===== src/rtl/imem_boot_ctrl.sv =====
// Instruction memory port owner: boot-load writes, then CPU fetch reads.
// Ports: clk/reset, load_* stream in, fetch_* CPU side, mem_* memory side.
module imem_boot_ctrl #(
  parameter int n = 32,
  parameter int r = 7
) (
  input  logic         clk,
  input  logic         reset,
  input  logic         load_start,
  input  logic         load_valid,
  input  logic [n-1:0] load_data,
  input  logic         load_last,
  output logic         load_ready,
  output logic         load_done,
  output logic [r:0]   load_count,
  input  logic         fetch_req,
  input  logic [r-1:0] fetch_addr,
  output logic         fetch_valid,
  output logic [n-1:0] fetch_data,
  output logic         cpu_stall,
  output logic         mem_we,
  output logic [r-1:0] mem_addr,
  output logic [n-1:0] mem_wdata,
  input  logic [n-1:0] mem_rdata
);

  typedef enum logic [1:0] {
    BOOT,
    LOAD,
    RUN
  } state_t;

  localparam logic [r-1:0] PTR_ONE = 1;
  localparam logic [r:0]   CNT_ONE = 1;
  localparam logic [r-1:0] PTR_TOP = '1;

  state_t       state;
  state_t       state_nxt;
  logic [r-1:0] wptr;
  logic         beat;
  logic         fin;
  logic         fetch_go;
  logic         restart;

  always_comb begin
    state_nxt  = state;
    cpu_stall  = 1'b1;
    load_ready = 1'b0;
    mem_we     = 1'b0;
    mem_addr   = wptr;
    mem_wdata  = load_data;
    beat       = 1'b0;
    fin        = 1'b0;
    fetch_go   = 1'b0;
    restart    = 1'b0;
    unique case (state)
      BOOT: begin
        if (load_start) begin
          state_nxt = LOAD;
          restart   = 1'b1;
        end
      end
      LOAD: begin
        load_ready = 1'b1;
        mem_we     = load_valid;
        beat       = load_valid;
        // last flagged beat or the top address both close the load
        fin = load_valid & (load_last | (wptr == PTR_TOP));
        if (fin) state_nxt = RUN;
      end
      RUN: begin
        cpu_stall = 1'b0;
        mem_addr  = fetch_addr;
        // a restart wins over a same-cycle fetch, which is dropped
        if (load_start) begin
          state_nxt = LOAD;
          restart   = 1'b1;
        end else begin
          fetch_go = fetch_req;
        end
      end
      default: state_nxt = BOOT;
    endcase
  end

  always_ff @(posedge clk) begin
    if (reset) begin
      state       <= BOOT;
      wptr        <= '0;
      load_count  <= '0;
      load_done   <= 1'b0;
      fetch_valid <= 1'b0;
      fetch_data  <= '0;
    end else begin
      state       <= state_nxt;
      load_done   <= fin;
      fetch_valid <= fetch_go;
      if (fetch_go) fetch_data <= mem_rdata;
      if (restart) begin
        wptr       <= '0;
        load_count <= '0;
      end else if (beat) begin
        wptr       <= wptr + PTR_ONE;
        load_count <= load_count + CNT_ONE;
      end
    end
  end

endmodule


===== config.mk =====
export PLATFORM = sky130hd
export DESIGN_NAME = imem_boot_ctrl
export DESIGN_NICKNAME = d
export VERILOG_FILES = /design/src/rtl/imem_boot_ctrl.sv
export SDC_FILE = /design/constraint.sdc
export NUM_CORES = 1
export LEC_CHECK = 0
export BUFFER_PORTS_ARGS = -buffer_cell sky130_fd_sc_hd__clkbuf_2
export CORE_UTILIZATION = 37
export CTS_CLUSTER_SIZE = 12
export DETAILED_ROUTE_END_ITERATION = 7
export PLACE_DENSITY = 0.87
export SYNTH_ARGS = -nofsm -noshare
export SYNTH_HDL_FRONTEND = slang
export SYNTH_SLANG_ARGS = --single-unit

===== constraint.sdc =====
create_clock -name clk -period 1.36 [get_ports clk]
set_input_delay 0.068 -clock clk [delete_from_list [all_inputs] [get_ports clk]]
set_output_delay 0.068 -clock clk [all_outputs]
set_load 0.1 [all_outputs]

==> summary.md, run 1 <==
| Metric | Value |
|---|---|
| Outcome | complete, but fails checks |
| Failing checks | negative setup slack |
| Final Hold Viols | 0 |
| H-tree levels | 2 |
| GPL Wtd Cong | a little over 0.8 |
| Placeable Area | just under 6000 um^2 |
| Max_cap viols | 0 |
| Placement Setup Slack | -4.40 ps |
| R2r startpoint | state[1]$_SDFFE_PP0P_ |
| Die X | between 80 and 90 um |
| Met3 GRT Util | approximately 5.3% |
| Yosys warns | 0 |
| Final min period | about 1500 ps |
| Met2 Usage GRT | around 37% |
| Fillers | 487 |
| Antenna Violating Nets Remaining | 0 |
| Synth area leader | dfxtp_1 |
| Clk buf depth | 2 |
| Simple logic cell fraction of the synthesized area | 24.5% |
| CTS Root Cell | clkbuf_8 |
| Die area | ~6500 um^2 |
| Sequential power share | ~50% |
| Grt total ovfl | 0 |
| Io pins | ~160 |
| Post-synthesis mux area share | 0% |
| WL final | just over 7000 um |
| Worst hold path class | in -> reg |
| Synth Instances | roughly 290 |
| Setup crit start | state[0]$_SDFFE_PP0P_ |
| Yosys reg bits | slightly above 50 |
| Total CTS buffers | 5 |
| CP Capture Type | output port |
| Adder-Cell Fraction of Synth Area | 1.10% |
| Count of buffers from port buffering | 96 |
| CP Launch Type | register |
| DRC violations left | 0 |
| 1st-iter DRT viols | between 60 and 70 |
| Setup Skew | ~10 ps |
| Comb pwr share | 15.7% |
| Hpwl dp | 3970 um |
| Power, Total | 2.99 mW |
| Setup violators final | 16 |
| Worst-path clk slew | around 90 ps |
| Die height | roughly 80 um |
| Via density per instance | around 5 |
| Setup ws final | -121 ps |
| Grt peak-use layer | met2 |
| Met1 Use GR | approximately a fifth |
| Crit path max fanout | 7 |
| Leakage | approximately 1.5 nW |
| Row cnt | 28 |
| Share of post-route cells with drive strength above 1 | ~45% |
| Post-synthesis xor/xnor area fraction | under 10% |
| Slew Limit Fails | 0 |
| Max Clk Rate | just under 700 MHz |
| Main area contributors after synthesis | dfxtp_1, nand2_1, buf_4 |
| Starting density of the core | about two fifths |
| Cell Area, Synth | roughly 2300 um^2 |
| Internal Power | 2.19 mW |
| RSZ-0062 raised after global routing | yes |
| Max rail drop VDD | approximately 0.55 mV |
| Distinct cells, synth | 29 |
| Post-synthesis compound-gate area fraction | between 10% and 20% |
| Total track usage | 19.7% |
| Syn Nets | around 370 |
| Proportion of netlist area held by the largest area contributor | between 40 and 50% |
| Clk pwr share | 34.1% |
| Routed WL per cell | between 10 and 15 um |
| CTS tree | yes |
| Largest family of logic cells by synthesized area | simple AND/OR/NAND/NOR gates |
| Worst-skew pair later-pin latency | a little over 300 ps |
| Net Sw Frac | a little over a quarter |
| P&R area growth vs syn | 62.2% |
| Period Utilization, post-route | 109% |
| Critical path class | reg -> out |
| Sequential share of the synthesized area | around 45% |
| Hold Path Origin | load_last |
| Largest net degree at the start of global routing | 34 |
| CTS Sinks | between 50 and 60 |
| Pwr Density | 811 nW/um^2 |
| Critical path required time | around 1300 ps |
| Initial DRT Pass Iterations | 4 |
| Setup TNS | -1170 ps |
| Number of global-route vias before repair | roughly 2.3k |
| Final net count | 483 |
| First-pass GRT wire length | ~9900 um |
| Psw | slightly below 0.8 mW |
| WP data arrival | 1410 ps |
| Vias | ~2.4k |
| Worst-Margin Slew | approximately 560 ps |
| Slew Limit Headroom | 63.1% |
| Mapped Avg Cell Area | 7.88 um^2 |
| Initial antenna violation count | 0 |
| # diodes | 0 |
| Layout Utilization | ~62% |
-- power groups by stage --
stage                     Combinational [mW]  Sequential (mW)  Clock (mW)
after floorplan                        0.592             1.58           0
after global placement                 0.334             1.53           0
after detailed placement               0.337             1.54           0
after CTS                              0.441             1.50        1.05
after global routing                   0.493             1.50        1.10
final                                  0.469             1.50        1.02
-- cell families (layout without fill, tap and decap cells) --
group / count (synthesis) / count (layout)
AOI/OAI and AO/OA: 56 / 56
xor gates and xnor gates: 4 / 4
adders and majority gates: 2 / 2
buffers and inverters: 51 / 168
DFF: 51 / 51
and+or+nand+nor: 124 / 124
-- sequential cells by signal, indices dropped and copies added (netlist names) --
signal	flops
wptr	7
state	2
fetch_valid	1
load_done	1
fetch_data	32
load_count	8
-- what timing repair did --
action,CTS,global route
setup buffers,7,3
cloned,1,3
gates resized for setup,25,22
pin swaps,8,8
endpoints found under the hold margin,33,0
hold buffers,33,0
endpoints found under the setup margin,10,30
-- routing by layer --
layer	wire length, um	vias up
li1	-	1154
met1	2690	1108
met2	3680	101
met3	473	29
met4	197	0
met5	0	-
-- worst max-delay path, cell delays in order, from the launching register on --
cell,delay [ps]
dfxtp_4,360
buf_6,120
nor2b_4,110
buf_6,140
inv_8,60
buf_4,140
buf_12,160
-- placed cells by master (no fill, tap or decap), types with 3 or more instances in the layout --
master / n
a21oi_1: 35
a21oi_2: 8
buf_12: 12
buf_4: 14
buf_6: 7
clkbuf_16: 4
clkbuf_2: 86
clkbuf_8: 5
dfxtp_1: 41
dfxtp_4: 8
dlygate4sd3_1: 33
nand2_1: 79
nand2_4: 12
nand4_1: 3
nor2_1: 5
o21ai_0: 5
o31ai_1: 4
or3_1: 4
-- cell type report --
cell class | instances | area, um^2 | share of cell area [%]
clock inverter | 2 | 17.5 | 0.476
sequential | 51 | 1050 | 28.6
tap | 75 | 93.8 | 2.55
inverter | 4 | 26.3 | 0.714
clock buffer | 6 | 93.8 | 2.55
multi-input combinational | 186 | 1130 | 30.8
timing repair buffer | 156 | 1260 | 34.4
-- worst paths after layout --
check,end,slack [ps],depth (start not counted)
worst min-delay path,state[1]$_SDFFE_PP0P_,100,3
worst min register to register,fetch_data[4]$_SDFFE_PP0P_,460,2
worst max-delay path,cpu_stall,-120,6
worst max register to register,wptr[6]$_SDFFE_PP0P_,-100,5
-- Yosys cell counts (all sizes together) --
cell type	instances
and2b	1
and4	1
clkbuf	5
nand4b	2
or4	4
a31oi	1
o31ai	5
nand4	3
nand2	93
o21ai	6
nand3b	1
or3	6
o221a	1
nor2b	2
nand4bb	1
buf	42
nor2	5
nor3	1
xor2	2
nand3	2
dfxtp	51
nand2b	1
inv	4
ha	2
xnor2	2
and4bb	1
a21oi	43
-- stage by stage --
step	hold slack [ps]	instance area [um^2]	std cells
floorplan	204	2380	288
global placement	137	2910	426
detailed placement	137	2910	426
CTS	98.2	3490	474
global route	108	3680	480
finish	99.3	3680	480
No activity file was read; power rests on OpenSTA's default activity.
==> inputs of run 2 (changes only) <==
--- a/config.mk
+++ b/config.mk
@@ -13,3 +13,4 @@
 export SYNTH_ARGS = -nofsm -noshare
 export SYNTH_HDL_FRONTEND = slang
 export SYNTH_SLANG_ARGS = --single-unit
+export TNS_END_PERCENT = 30
==> run 2 against run 1 <==
The run still ends with negative setup slack left; largest cell class unchanged; largest power group unchanged; worst hold slack got worse by 75 ps; global-route usage decreased by 1.3 points; sequential share of layout area increased by 2.7 points.
==> summary.md, run 2 (synthesis gave the netlist of run 1 again) <==
| Metric | Value |
|---|---|
| Outcome | complete, but fails checks |
| Failing checks | negative setup slack |
| Clk pwr share | 35.0% (+0.9 points) |
| Final min period | 1460 ps (-21.4 ps) |
| Die area | 6450 um^2 (unchanged) |
| Via density per instance | 4.92 (-1.3%) |
| Leakage | 1.39 nW (-8.4%) |
| Starting density of the core | 38.3% (unchanged) |
| Setup crit start | state[1]$_SDFFE_PP0P_ |
| CP Launch Type | register |
| Largest registers | fetch_data x32, load_count x8, wptr x7 |
| Crit path max fanout | 8 (+1) |
| Setup ws final | -99.2 ps (+21.4 ps) |
| Placeable Area | 5920 um^2 (unchanged) |
| R2r startpoint | state[1]$_SDFFE_PP0P_ |
| Fillers | 501 (+2.9%) |
| Worst-Margin Slew | 558 ps (+2.22 ps) |
| Final Hold Viols | 0 (unchanged) |
| GPL Wtd Cong | 0.818 (+0.34%) |
| Largest net degree at the start of global routing | 34 (unchanged) |
| Period Utilization, post-route | 107% (-1.6 points) |
| Antenna Violating Nets Remaining | 0 (unchanged) |
| Vias | 2302 (-3.8%) |
| # diodes | 0 (unchanged) |
| Worst-skew pair later-pin latency | 300 ps (about the same) |
| Worst-path clk slew | 100 ps (about the same) |
| Slew Limit Fails | 0 (unchanged) |
| Setup Skew | 10.6 ps (+0.140 ps) |
| Final net count | 471 (-2.5%) |
| 1st-iter DRT viols | 118 (+74%) |
| P&R area growth vs syn | 48.0% |
| Psw | 0.748 mW (-5.9%) |
| Power, Total | 2.97 mW (-0.70%) |
| Grt total ovfl | 0 (unchanged) |
| Total track usage | 18.5% (-1.3 points) |
| Initial DRT Pass Iterations | 4 (unchanged) |
| Total CTS buffers | 5 (unchanged) |
| Fin area | 3360 um^2 (-8.8%) |
| Die height | 80.3 um (unchanged) |
| Most common cell after layout, fill and taps aside | clkbuf_2 |
| Initial antenna violation count | 0 (unchanged) |
| Setup violators final | 15 (-1) |
| CTS Sinks | 51 (unchanged) |
| Net Sw Frac | 25.2% (-1.4 points) |
| Die X | 80.3 um (unchanged) |
| Comb pwr share | 14.5% (-1.2 points) |
| RSZ-0062 raised after global routing | yes |
| Hold Path Origin | reset |
| Max rail drop VDD | 0.533 mV (-3.7%) |
| Clk buf depth | 2 (unchanged) |
| DRC violations left | 0 (unchanged) |
| Row cnt | 28 (unchanged) |
| Max reg flops | 32 (unchanged) |
| Internal Power | 2.22 mW (+1.2%) |
| Share of post-route cells with drive strength above 1 | 37.7% (-7.0 points) |
| Count of buffers from port buffering | 96 (unchanged) |
| Max Clk Rate | 685 MHz (+1.5%) |
| Worst hold path class | in -> reg |
| Slew Limit Headroom | 63.0% (-0.15 points) |
| Max_cap viols | 0 (unchanged) |
| WL final | 5960 um (-15%) |
| WP data arrival | 1390 ps (-20 ps) |
| Critical path required time | 1290 ps (about the same) |
| First-pass GRT wire length | 9200 um (-7.2%) |
| Top reg by flops | fetch_data |
| CP Capture Type | output port |
| Io pins | 161 (unchanged) |
| Commonest cells after routing, fill and taps aside | clkbuf_2, nand2_1, a21oi_1 |
| CTS Root Cell | clkbuf_8 |
| Critical path class | reg -> out |
| H-tree levels | 2 (unchanged) |
| Hpwl dp | 3920 um (-1.4%) |
| Number of global-route vias before repair | 2129 (-5.4%) |
| Placed standard-cell area | 2860 um^2 (-1.7%) |
| Routed WL per cell | 12.7 um (-13%) |
| Pwr Density | 883 nW/um^2 (+8.9%) |
| CTS tree | yes |
| Sequential power share | 50.5% (+0.3 points) |
run 2: timing repair:
| action | 4_1_cts | 5_1_grt |
|---|---|---|
| endpoints found under the setup margin | 14 | 19 |
| resized for setup | 10 | 0 |
| hold endpoints to repair | 32 | 0 |
| hold buffers | 32 | 0 |
| pin swaps | 3 | 3 |
| buffers inserted | 3 | 1 |
run 2: critical path: stages, from the launching register on:
cell and delay [ps]:
dfxtp_2 350, buf_6 100, nor2b_4 170, buf_6 150, nand2_2 50, o21ai_2 70
buf_12 190
run 2: power by group through the flow:
stage               clock network [mW]  logic (mW)  registers (mW)
floorplan                            0       0.588            1.58
global placement                     0       0.331            1.53
detailed placement                   0       0.335            1.53
CTS                               1.09       0.422            1.50
global route                      1.13       0.452            1.50
finish                            1.04       0.429            1.50
run 2: metrics by stage:
stage	worst slack, ps	utilization, %	std cells	setup TNS [ps]	hold WS, ps
global route	-159	56.7	468	-2000	30.6
finish	-99.2	56.7	468	-907	24.1
floorplan	-310	-	288	-3140	204
global placement	36.1	48.4	424	0	137
CTS	-93.3	56.6	467	-934	16.9
detailed placement	-12.2	48.4	424	-14.5	137
run 2: area by class of cell:
class / count / area [um^2] / area share, %
repair buffers: 144 / 1110 / 33.0
flip-flops and latches: 51 / 1050 / 31.3
multi-input cells: 186 / 968 / 28.8
clock buffers: 7 / 108 / 3.20
well taps: 75 / 93.8 / 2.79
inverters: 4 / 21.3 / 0.633
clock inverters: 1 / 8.76 / 0.261
run 2: final timing paths:
kind                                                     to  slack (ps)  depth (start not counted)
worst max-delay path                            mem_addr[3]        -100                          6
worst min-delay path            fetch_data[29]$_SDFFE_PP0P_          20                          2
worst max register to register         wptr[6]$_SDFFE_PP0P_         -80                          5
worst min register to register  fetch_data[28]$_SDFFE_PP0P_         460                          2
run 2: metal layers:
| metal | GRT usage (%) | vias up | part of all wire (%) |
|---|---|---|---|
| li1 | - | 1134 | - |
| met1 | 18.7 | 1048 | 38 |
| met2 | 34.5 | 90 | 52 |
| met3 | 4.32 | 30 | 7.2 |
| met4 | 10.2 | 0 | 2.7 |
| met5 | 0 | - | 0 |
==> inputs of run 3 (changes only) <==
--- a/config.mk
+++ b/config.mk
@@ -10,6 +10,7 @@
 export CTS_CLUSTER_SIZE = 12
 export DETAILED_ROUTE_END_ITERATION = 7
 export PLACE_DENSITY = 0.87
+export REMOVE_ABC_BUFFERS = 1
 export SYNTH_ARGS = -nofsm -noshare
 export SYNTH_HDL_FRONTEND = slang
 export SYNTH_SLANG_ARGS = --single-unit
==> run 3 against run 2 <==
The run still ends with negative setup slack left; sequential share of layout area down 0.48 points; worst setup slack better by 60 ps; largest power group unchanged; clock skew down 9.0 ps; largest cell class unchanged; clock power about the same; combinational power up 1%.
==> summary.md, run 3 (synthesis gave the netlist of run 1 again) <==
| Metric | Value |
|---|---|
| Slew Limit Fails | 0 (unchanged) |
| Cell chain of the critical path | nor2b_4 > buf_6 > nand2_1 > nand2_2 > buf_12 |
| Largest net degree at the start of global routing | 34 (unchanged) |
| First-pass GRT wire length | 11000 um (+19%) |
| Crit path max fanout | 8 (unchanged) |
| # diodes | 0 (unchanged) |
| Fillers | 531 (+6.0%) |
| Max reg flops | 32 (unchanged) |
| Net Sw Frac | 24.1% (-1.1 points) |
| Placed standard-cell area | 2830 um^2 (-1.3%) |
| Count of buffers from port buffering | 96 (unchanged) |
| Setup violators final | 7 (-8) |
| Initial antenna violation count | 0 (unchanged) |
| Final Hold Viols | 0 (unchanged) |
| Uppermost routed layer | met5 |
| Fin cells | 469 (+0.21%) |
| Total CTS buffers | 5 (unchanged) |
| Die area | 6450 um^2 (unchanged) |
| Inst Count DP | 428 (+0.94%) |
| Max Clk Rate | 715 MHz (+4.3%) |
| Sequential power share | 50.1% (-0.4 points) |
| Failing checks | negative setup slack |
| Row cnt | 28 (unchanged) |
| Share of post-route cells with drive strength above 1 | 35.8% (-1.9 points) |
| H-tree levels | 2 (unchanged) |
| Outcome | complete, but fails checks |
| Worst hold path class | in -> reg |
| Internal Power | 2.29 mW (+3.5%) |
| Setup ws final | -38.7 ps (+60.5 ps) |
| Top reg by flops | fetch_data |
| CP Capture Type | output port |
| Worst-path clk slew | 90 ps (about the same) |
| Worst-skew pair later-pin latency | 290 ps (about the same) |
| Max rail drop VDD | 0.500 mV (-6.2%) |
| Setup Skew | 1.63 ps (-8.98 ps) |
| Clk buf depth | 2 (unchanged) |
| Initial DRT Pass Iterations | 4 (unchanged) |
| Worst-Margin Slew | 558 ps (-0.124 ps) |
| Hpwl dp | 5090 um (+30%) |
| Comb pwr share | 14.3% (-0.2 points) |
| Slowest stage cell, crit path | dfxtp_2 |
| Commonest cells after routing, fill and taps aside | nand2_1, clkbuf_2, dfxtp_1 |
| Period Utilization, post-route | 103% (-4.4 points) |
| DRC violations left | 0 (unchanged) |
| Pwr Density | 907 nW/um^2 (+2.7%) |
| Critical path class | reg -> out |
| GPL Wtd Cong | 0.827 (+1.1%) |
| P&R area growth vs syn | 46.9% |
| Placeable Area | 5920 um^2 (unchanged) |
| Die height | 80.3 um (unchanged) |
| CTS Root Cell | clkbuf_8 |
| CTS tree | yes |
| Critical path required time | 1290 ps (about the same) |
| CP Launch Type | register |
| Clk pwr share | 35.5% (+0.5 points) |
| Total track usage | 22.7% (+4.3 points) |
| Vias | 2374 (+3.1%) |
| WP data arrival | 1330 ps (-60 ps) |
| Placement Setup Slack | -36.3 ps (-24.2 ps) |
| Via density per instance | 5.06 (+2.9%) |
| Power, Total | 3.02 mW (+1.9%) |
| Met1 WL | 3190 um (+41%) |
| Final net count | 472 (+0.21%) |
| Starting density of the core | 38.3% (unchanged) |
| Final min period | 1400 ps (-60.5 ps) |
| Grt total ovfl | 0 (unchanged) |
| Antenna Violating Nets Remaining | 0 (unchanged) |
| Io pins | 161 (unchanged) |
| CTS Sinks | 51 (unchanged) |
| 1st-iter DRT viols | 87 (-26%) |
| Leakage | 1.41 nW (+1.4%) |
| Psw | 0.729 mW (-2.6%) |
| WL met3 | 823 um (+91%) |
| RSZ-0062 raised after global routing | yes |
| Max_cap viols | 0 (unchanged) |
| Slew Limit Headroom | 63.0% (about the same) |
| Routed WL per cell | 16.3 um (+28%) |
| Largest registers | fetch_data x32, load_count x8, wptr x7 |
| Met2 wire len | 3560 um (+15%) |
| Number of global-route vias before repair | 2335 (+9.7%) |
| Die X | 80.3 um (unchanged) |
| Fin area | 3330 um^2 (-0.75%) |
| WL final | 7630 um (+28%) |
| Crit-path max cell delay | 370 ps (+20 ps) |
## run 3: changes by cell type in the layout (fill, tap and decap cells not counted), sizes merged
cell,change
inv,-1
bufinv,+1
dlygate4sd3,-1
buf,+3
clkinv,+1
clkbuf,-2
## run 3: power by group through the flow
stage          sequential (mW)  clock [mW]  combinational (mW)
3_5_place_dp              1.55           0               0.337
6_report                  1.52        1.07               0.434
3_3_place_gp              1.55           0               0.332
2_1_floorplan             1.59           0               0.119
4_1_cts                   1.52        1.10               0.418
5_1_grt                   1.52        1.17               0.458
## run 3: worst paths after layout
kind | from | cells after the start | endpoint | slack (ps)
max | state[1]$_SDFFE_PP0P_ | 5 | mem_addr[1] | -40
min | mem_rdata[17] | 3 | fetch_data[17]$_SDFFE_PP0P_ | 30
min reg2reg | fetch_data[23]$_SDFFE_PP0P_ | 2 | fetch_data[23]$_SDFFE_PP0P_ | 460
max reg2reg | state[1]$_SDFFE_PP0P_ | 4 | wptr[6]$_SDFFE_PP0P_ | 40
## run 3: repair_timing
action	in CTS	in global routing
gates resized for setup	16	6
endpoints found under the hold margin	31	0
setup endpoints to repair	15	13
hold buffers	31	0
buffers inserted	2	0
pin swaps	0	2
## run 3: area by class of cell
class / count / area [um^2] / share of cell area (%)
Tap cell: 75 / 93.8 / 2.82
Timing Repair Buffer: 145 / 1110 / 33.3
Sequential cell: 51 / 1030 / 30.8
Clock inverter: 2 / 35.0 / 1.05
Multi-Input combinational cell: 186 / 965 / 28.9
Inverter: 4 / 18.8 / 0.563
Clock buffer: 6 / 82.6 / 2.48
## run 3: worst max-delay path: cells and delay by family (launching register included)
kind	cells	cell delay (ps)
flip-flops	1	370
AND/OR/NAND/NOR	3	340
buffers and inverters	2	320
## run 3: through the flow
stage | TNS (ps) | hold slack [ps] | util [%]
after floorplan | -18360 | 136 | -
after global placement | 0 | 137 | 47.7
after detailed placement | -44.5 | 137 | 47.7
after CTS | -121 | 8.20 | 56.0
after global routing | -691 | 33.4 | 56.3
final | -199 | 25.1 | 56.3
## run 3: layer usage
metal  track usage (%)  vias up
met2              38.8      122
met5              7.27        -
met3              12.0        6
met1              24.6     1115
li1                  -     1129
met4              4.29        2
